$ cat src/rtl/arm_mem_stage_if.sv
// Memory-side bus of the ARM MEM stage.
// master: the pipeline stage that issues accesses.
// slave:  the data memory that answers them.
interface arm_mem_stage_if;
  localparam int unsigned ADDR_W = 32;
  localparam int unsigned DATA_W = 32;
  localparam int unsigned LANES  = 4;

  logic [ADDR_W-1:0] mem_addr;
  logic              mem_req;
  logic [LANES-1:0]  mem_we;
  logic [DATA_W-1:0] mem_wdata;
  logic              mem_ready;
  logic [DATA_W-1:0] mem_rdata;

  modport master (
    output mem_addr,
    output mem_req,
    output mem_we,
    output mem_wdata,
    input  mem_ready,
    input  mem_rdata
  );

  modport slave (
    input  mem_addr,
    input  mem_req,
    input  mem_we,
    input  mem_wdata,
    output mem_ready,
    output mem_rdata
  );
endinterface

$ cat src/rtl/arm_mem_stage.sv
// ARM pipeline MEM stage: issues loads/stores on the memory bus, stalls the
// pipe until the memory answers, and registers the MEM/WB writeback bundle.
// Optional feature macro: ARM_MEM_FWD_EN adds combinational forwarding
// outputs (mem_fwd_valid, mem_fwd_reg, mem_fwd_data).
module arm_mem_stage (
  input  logic                 clk,
  input  logic                 rst_b,
  input  logic [31:0]          EXMEM_data_result,
  input  logic [31:0]          EXMEM_rd_data,
  input  logic                 EXMEM_rd_we,
  input  logic                 EXMEM_rd_data_sel,
  input  logic                 EXMEM_ld_byte_or_word,
  input  logic [3:0]           EXMEM_des_reg_num,
  input  logic [3:0]           EXMEM_mem_write_en,
  arm_mem_stage_if.master      mem,
  output logic                 mem_stall,
  output logic [31:0]          MEMWB_rd_data,
  output logic                 MEMWB_rd_we,
  output logic [3:0]           MEMWB_des_reg_num
`ifdef ARM_MEM_FWD_EN
  ,
  output logic                 mem_fwd_valid,
  output logic [3:0]           mem_fwd_reg,
  output logic [31:0]          mem_fwd_data
`endif
);

  localparam int unsigned DATA_W = 32;
  localparam int unsigned REG_W  = 4;
  localparam int unsigned LANES  = 4;
  localparam int unsigned BYTE_W = 8;

  typedef enum logic {
    IDLE = 1'b0,
    WAIT = 1'b1
  } state_t;

  state_t state;

  logic              is_load;
  logic              is_store;
  logic              access;
  logic              req;
  logic [BYTE_W-1:0] ld_byte;
  logic [DATA_W-1:0] ld_data;
  logic [DATA_W-1:0] wb_data;

  // Access decode, bus drive, stall and writeback data selection.
  always_comb begin
    is_load  = EXMEM_rd_we & EXMEM_rd_data_sel;
    is_store = |EXMEM_mem_write_en;
    access   = is_load | is_store;

    // Request stays up through WAIT; reset kills any outstanding access.
    req = rst_b & (access | (state == WAIT));

    mem.mem_req   = req;
    mem.mem_addr  = {EXMEM_data_result[DATA_W-1:2], 2'b00};
    mem.mem_we    = req ? EXMEM_mem_write_en : LANES'(0);
    mem.mem_wdata = EXMEM_ld_byte_or_word ? {LANES{EXMEM_rd_data[BYTE_W-1:0]}}
                                          : EXMEM_rd_data;

    mem_stall = access & ~mem.mem_ready;

    // Little-endian byte lane select, lane 0 in bits 7:0.
    case (EXMEM_data_result[1:0])
      2'd0:    ld_byte = mem.mem_rdata[7:0];
      2'd1:    ld_byte = mem.mem_rdata[15:8];
      2'd2:    ld_byte = mem.mem_rdata[23:16];
      default: ld_byte = mem.mem_rdata[31:24];
    endcase
    ld_data = EXMEM_ld_byte_or_word ? DATA_W'(ld_byte) : mem.mem_rdata;
    wb_data = EXMEM_rd_data_sel ? ld_data : EXMEM_data_result;
  end

`ifdef ARM_MEM_FWD_EN
  // Forward the writeback value as soon as it is final (not while stalled).
  always_comb begin
    mem_fwd_valid = EXMEM_rd_we & ~mem_stall;
    mem_fwd_reg   = EXMEM_des_reg_num;
    mem_fwd_data  = wb_data;
  end
`endif

  // Access FSM and MEM/WB pipeline register.
  always_ff @(posedge clk or negedge rst_b) begin
    if (!rst_b) begin
      state             <= IDLE;
      MEMWB_rd_data     <= DATA_W'(0);
      MEMWB_rd_we       <= 1'b0;
      MEMWB_des_reg_num <= REG_W'(0);
    end else begin
      case (state)
        IDLE:    if (access && !mem.mem_ready) state <= WAIT;
        WAIT:    if (mem.mem_ready)            state <= IDLE;
        default:                               state <= IDLE;
      endcase

      if (!mem_stall) begin
        MEMWB_rd_data     <= wb_data;
        MEMWB_rd_we       <= EXMEM_rd_we;
        MEMWB_des_reg_num <= EXMEM_des_reg_num;
      end else begin
        MEMWB_rd_we       <= 1'b0;
      end
    end
  end

endmodule

$ cat src/flat_wrapper.sv
// flat-port wrapper written by rule: the top's interface ports become plain ports
module arm_mem_stage_flat 
  (clk, rst_b, EXMEM_data_result, EXMEM_rd_data, EXMEM_rd_we, EXMEM_rd_data_sel, EXMEM_ld_byte_or_word, EXMEM_des_reg_num, EXMEM_mem_write_en, mem_stall, MEMWB_rd_data, MEMWB_rd_we, MEMWB_des_reg_num, mem_mem_addr, mem_mem_req, mem_mem_we, mem_mem_wdata, mem_mem_ready, mem_mem_rdata);
  arm_mem_stage_if mem_i ();
  input  logic clk;
  input  logic rst_b;
  input  logic [31:0] EXMEM_data_result;
  input  logic [31:0] EXMEM_rd_data;
  input  logic EXMEM_rd_we;
  input  logic EXMEM_rd_data_sel;
  input  logic EXMEM_ld_byte_or_word;
  input  logic [3:0] EXMEM_des_reg_num;
  input  logic [3:0] EXMEM_mem_write_en;
  output logic mem_stall;
  output logic [31:0] MEMWB_rd_data;
  output logic MEMWB_rd_we;
  output logic [3:0] MEMWB_des_reg_num;
  output wire logic [$bits(mem_i.mem_addr)-1:0] mem_mem_addr;
  output wire logic [$bits(mem_i.mem_req)-1:0] mem_mem_req;
  output wire logic [$bits(mem_i.mem_we)-1:0] mem_mem_we;
  output wire logic [$bits(mem_i.mem_wdata)-1:0] mem_mem_wdata;
  input wire logic [$bits(mem_i.mem_ready)-1:0] mem_mem_ready;
  input wire logic [$bits(mem_i.mem_rdata)-1:0] mem_mem_rdata;
  assign mem_mem_addr = mem_i.mem_addr;
  assign mem_mem_req = mem_i.mem_req;
  assign mem_mem_we = mem_i.mem_we;
  assign mem_mem_wdata = mem_i.mem_wdata;
  assign mem_i.mem_ready = mem_mem_ready;
  assign mem_i.mem_rdata = mem_mem_rdata;
  arm_mem_stage u_core (.clk(clk), .rst_b(rst_b), .EXMEM_data_result(EXMEM_data_result), .EXMEM_rd_data(EXMEM_rd_data), .EXMEM_rd_we(EXMEM_rd_we), .EXMEM_rd_data_sel(EXMEM_rd_data_sel), .EXMEM_ld_byte_or_word(EXMEM_ld_byte_or_word), .EXMEM_des_reg_num(EXMEM_des_reg_num), .EXMEM_mem_write_en(EXMEM_mem_write_en), .mem(mem_i), .mem_stall(mem_stall), .MEMWB_rd_data(MEMWB_rd_data), .MEMWB_rd_we(MEMWB_rd_we), .MEMWB_des_reg_num(MEMWB_des_reg_num));
endmodule
$ cat config.mk
export PLATFORM = sky130hd
export DESIGN_NAME = arm_mem_stage_flat
export DESIGN_NICKNAME = d
export VERILOG_FILES = /design/src/rtl/arm_mem_stage_if.sv /design/src/rtl/arm_mem_stage.sv /design/src/flat_wrapper.sv
export SDC_FILE = /design/constraint.sdc
export NUM_CORES = 1
export LEC_CHECK = 0
export ABC_AREA = 1
export BUFFER_PORTS_ARGS = -buffer_cell sky130_fd_sc_hd__buf_4
export CORE_AREA = 2 2 84 86
export DETAILED_ROUTE_END_ITERATION = 8
export DIE_AREA = 0 0 86 88
export PLACE_DENSITY = 0.83
export SYNTH_ARGS = -nofsm -noshare
export SYNTH_HDL_FRONTEND = slang
export SYNTH_SLANG_ARGS = --single-unit
$ cat constraint.sdc
create_clock -name clk -period 1.65 [get_ports clk]
set_input_delay 0.0825 -clock clk [delete_from_list [all_inputs] [get_ports clk]]
set_output_delay 0.0825 -clock clk [all_outputs]
set_load 0.05 [all_outputs]
==> flow_metrics.py <==
metrics = {
    "setup_path": {
        "critical_path_peak_fanout": 30,
        "path_cells": "dlygate4sd3_1 -> buf_4 -> inv_2 -> nand2_4 -> inv_4 -> buf_4",
        "critical_path.startpoint_type": "input port",
        "critPathKind": "input port to output port",
        "crit-reg2reg-launch": "u_core.MEMWB_rd_data[2]",
        "critPathArrivalTime_ns": 1.50,
        "r2r.worst_path.cells": 2,
        "r2r_setup_slack_ns": 0.95,
        "cp_slowest_cell": "sky130_fd_sc_hd__dlygate4sd3_1",
        "endpoint_kind": "output port",
        "worst_ep_required_time_ns": 1.57,
        "critPathMostFrequentCell": "sky130_fd_sc_hd__buf_4",
        "crit-reg2reg-capture": "u_core.MEMWB_rd_data[2]",
        "cpPeakStageDelay_ns": 0.54,
    },
    "sta": {
        "final_min_period_over_clock_period": 0.959,
        "fin_skew_ns": 0,
        "rsz_0062_raised_after_global_routing": "false",
        "tightest_slew_ns": 0.530,
        "total_setup_violations_reported_at_the_end_of_the_flow": 0,
        "fmaxAchievable_mhz": 632,
        "setup_slack_ns": 0.0676,
        "post-route-min-period_ns": 1.58,
        "finalMaxSlewViolations": 0,
        "slew_headroom": 0.646,
        "timing_hold_violations_final": 0,
        "fin_setup_tns_ns": 0,
    },
    "clocking": {
        "cts_buffers": 5,
        "cts.path.max_buffers": 2,
        "clock_insertion_delay_at_the_later_pin_of_the_skew_report_ns": 0.29,
        "cts_tree": "built",
        "cts_htree_levels": 2,
        "cts.clk_slew.worst_paths_ns": 0.07,
        "cts-root-buf": "sky130_fd_sc_hd__clkbuf_8",
        "cts.repair_timing.setup_buffer_count": 0,
        "clock-sinks": 38,
    },
    "hold_path": {
        "hold_path_startpoint": "EXMEM_rd_we",
        "worst_hold_path_type": "input port to flip-flop",
        "hold-path-cell-count": 3,
        "hold_endpoint": "u_core.MEMWB_rd_we",
    },
    "layout": {
        "layout-drive-gt1-share": 0.394,
        "antenna_cells_inserted": 0,
        "fillers": 616,
        "area_growth_syn_to_layout_pct": 53.0,
        "num-nets-final": 720,
    },
    "pwr": {
        "leakage_uw": 0.00256,
        "irDropWorstVdd_uv": 369,
        "pwr_dens_mw_per_mm2": 875,
    },
    "detailed_routing": {
        "avgViaCountPerCell": 4.93,
        "wl_per_cell_um": 14.7,
        "dr.first_iter.drc_count": 228,
        "number_of_nets_with_antenna_violations_after_detailed_routing": 0,
        "detail_route.drc_violations": 0,
        "detail_route.first_pass.iterations": 5,
        "routed-via-count": 3405,
        "totalWireLength_um": 10200,
    },
    "placed_design": {
        "place_congestion": 0.926,
        "place_ws_ns": 0.398,
        "dpl.hpwl_um": 8210,
        "port-buffer-count": 214,
    },
    "global_routing": {
        "grt_usage": 0.260,
        "grt_pass1_vias": 3267,
        "antenna_found_initial": 0,
        "grt_pass1_wl_um": 15400,
        "grt_max_degree": 37,
        "global_route.overflow_total": 0,
    },
    "floorplanning": {
        "floorplan.initialDensity": 0.427,
        "floorplan.die.width_um": 86,
        "die_area_sq_mm": 0.00757,
        "core-area_sq_mm": 0.00664,
        "core.rowCount": 30,
        "num_io_pins": 217,
        "floorplan.die.height_um": 88,
    },
    "flow_run": {
        "maxCapViolCount": 0,
    },
    "synth": {
        "yosys_warnings": 0,
        "synthesized_instance_count": 439,
        "yosysTopAreaCell": "sky130_fd_sc_hd__dfrtp_1",
        "sequential_fraction_of_the_synthesis_area": 0.335,
        "synth_area_leaders": "sky130_fd_sc_hd__dfrtp_1 (33%), sky130_fd_sc_hd__nand2_1 (28%), sky130_fd_sc_hd__buf_4 (12%)",
        "post_synth_instance_area_sq_mm": 0.00284,
        "flop_and_latch_count_out_of_synthesis": 38,
        "synthesis.area_per_instance_sq_um": 6.47,
        "synth_top_area_frac": 0.335,
        "yosysUniqueCellTypes": 21,
    },
    "outcome": {
        "status": "finished clean",
    },
}
## through the flow
step | power (uW) | cells | hold slack [ns] | instance area (sq um) | util
2_1_floorplan | 2240 | 440 | -0.213 | 2840 | -
3_3_place_gp | 2800 | 677 | -0.0373 | 4140 | 0.623
3_5_place_dp | 2830 | 677 | -0.0274 | 4140 | 0.623
4_1_cts | 3830 | 691 | 0.0192 | 4340 | 0.654
5_1_grt | 3980 | 691 | 0.0260 | 4340 | 0.654
6_report | 3800 | 691 | 0.0227 | 4340 | 0.654
## layout make-up
class	count	area, sq um	area share
Tap cell	80	100	0.0230
Multi-Input combinational cell	319	1350	0.311
Clock inverter	2	60.1	0.0138
Inverter	21	81.3	0.0187
Clock buffer	6	82.6	0.0190
Timing Repair Buffer	225	1720	0.395
Sequential cell	38	951	0.219
## sequential cells by signal, summed over array words and instances, names as in the netlist
register	flops
u_core.MEMWB_rd_data	32
u_core.state	1
u_core.MEMWB_rd_we	1
u_core.MEMWB_des_reg_num	4
## power breakdown
| part | internal, uW | switching [uW] | total (uW) |
|---|---|---|---|
| registers | 1030 | 64.6 | 1090 |
| logic | 557 | 1170 | 1720 |
| clock network | 645 | 336 | 981 |
## logic make-up (layout without fill, tap and decap cells)
group,after synthesis,after routing,share of synthesized area
compound gates,41,41,0.0815
buf+inv,83,254,0.190
other cells,1,2,0.00132
simple gates,276,276,0.392
flops,38,38,0.335
## Yosys cell counts
cell and number:
sky130_fd_sc_hd__o21ai_0 16, sky130_fd_sc_hd__buf_6 5, sky130_fd_sc_hd__nand2_4 1, sky130_fd_sc_hd__nor2_2 1, sky130_fd_sc_hd__nand2_2 1, sky130_fd_sc_hd__inv_2 3
sky130_fd_sc_hd__inv_4 1, sky130_fd_sc_hd__nand3_1 40, sky130_fd_sc_hd__nand3_2 1, sky130_fd_sc_hd__a21oi_2 4, sky130_fd_sc_hd__a21oi_1 20, sky130_fd_sc_hd__nand2_1 215
sky130_fd_sc_hd__buf_2 9, sky130_fd_sc_hd__clkbuf_2 1, sky130_fd_sc_hd__dfrtp_1 38, sky130_fd_sc_hd__conb_1 1, sky130_fd_sc_hd__nor2_1 16, sky130_fd_sc_hd__buf_4 47
sky130_fd_sc_hd__nor2_4 1, sky130_fd_sc_hd__inv_1 17, sky130_fd_sc_hd__o21ai_4 1
## placed cells by master (no fill, tap or decap), drive strengths merged
| cell | n |
|---|---|
| clkbuf | 6 |
| nand2 | 217 |
| a21oi | 24 |
| inv | 21 |
| bufinv | 2 |
| buf | 219 |
| dlygate4sd3 | 6 |
| nand3 | 41 |
| o21ai | 17 |
| dfrtp | 38 |
| conb | 2 |
| nor2 | 18 |
## layer usage
| layer | track usage | up-vias | wire length (um) |
|---|---|---|---|
| li1 | - | 1672 | - |
| met1 | 0.293 | 1510 | 3580 |
| met2 | 0.472 | 192 | 5330 |
| met3 | 0.0443 | 31 | 796 |
| met4 | 0.134 | 0 | 450 |
| met5 | 0 | - | 0 |
## worst max-delay path: cells and delay by family
family,cells,cell delay [ns]
buffers and inverters,5,1.33
AND/OR/NAND/NOR,1,0.08
## worst max path at each step
stage / startpoint / endpoint
floorplan: EXMEM_rd_data_sel / mem_mem_we[0]
global placement: EXMEM_rd_data_sel / mem_stall
detailed placement: EXMEM_rd_data_sel / u_core.MEMWB_rd_data[0]
CTS: mem_mem_ready / mem_stall
global route: mem_mem_ready / mem_stall
finish: mem_mem_ready / mem_stall
## timing repair
| action | 4_1_cts | 5_1_grt |
|---|---|---|
| resized for setup | 0 | 0 |
| hold endpoints to repair | 20 | 0 |
| hold buffers | 6 | 0 |
(Power assumes the default switching activity.)
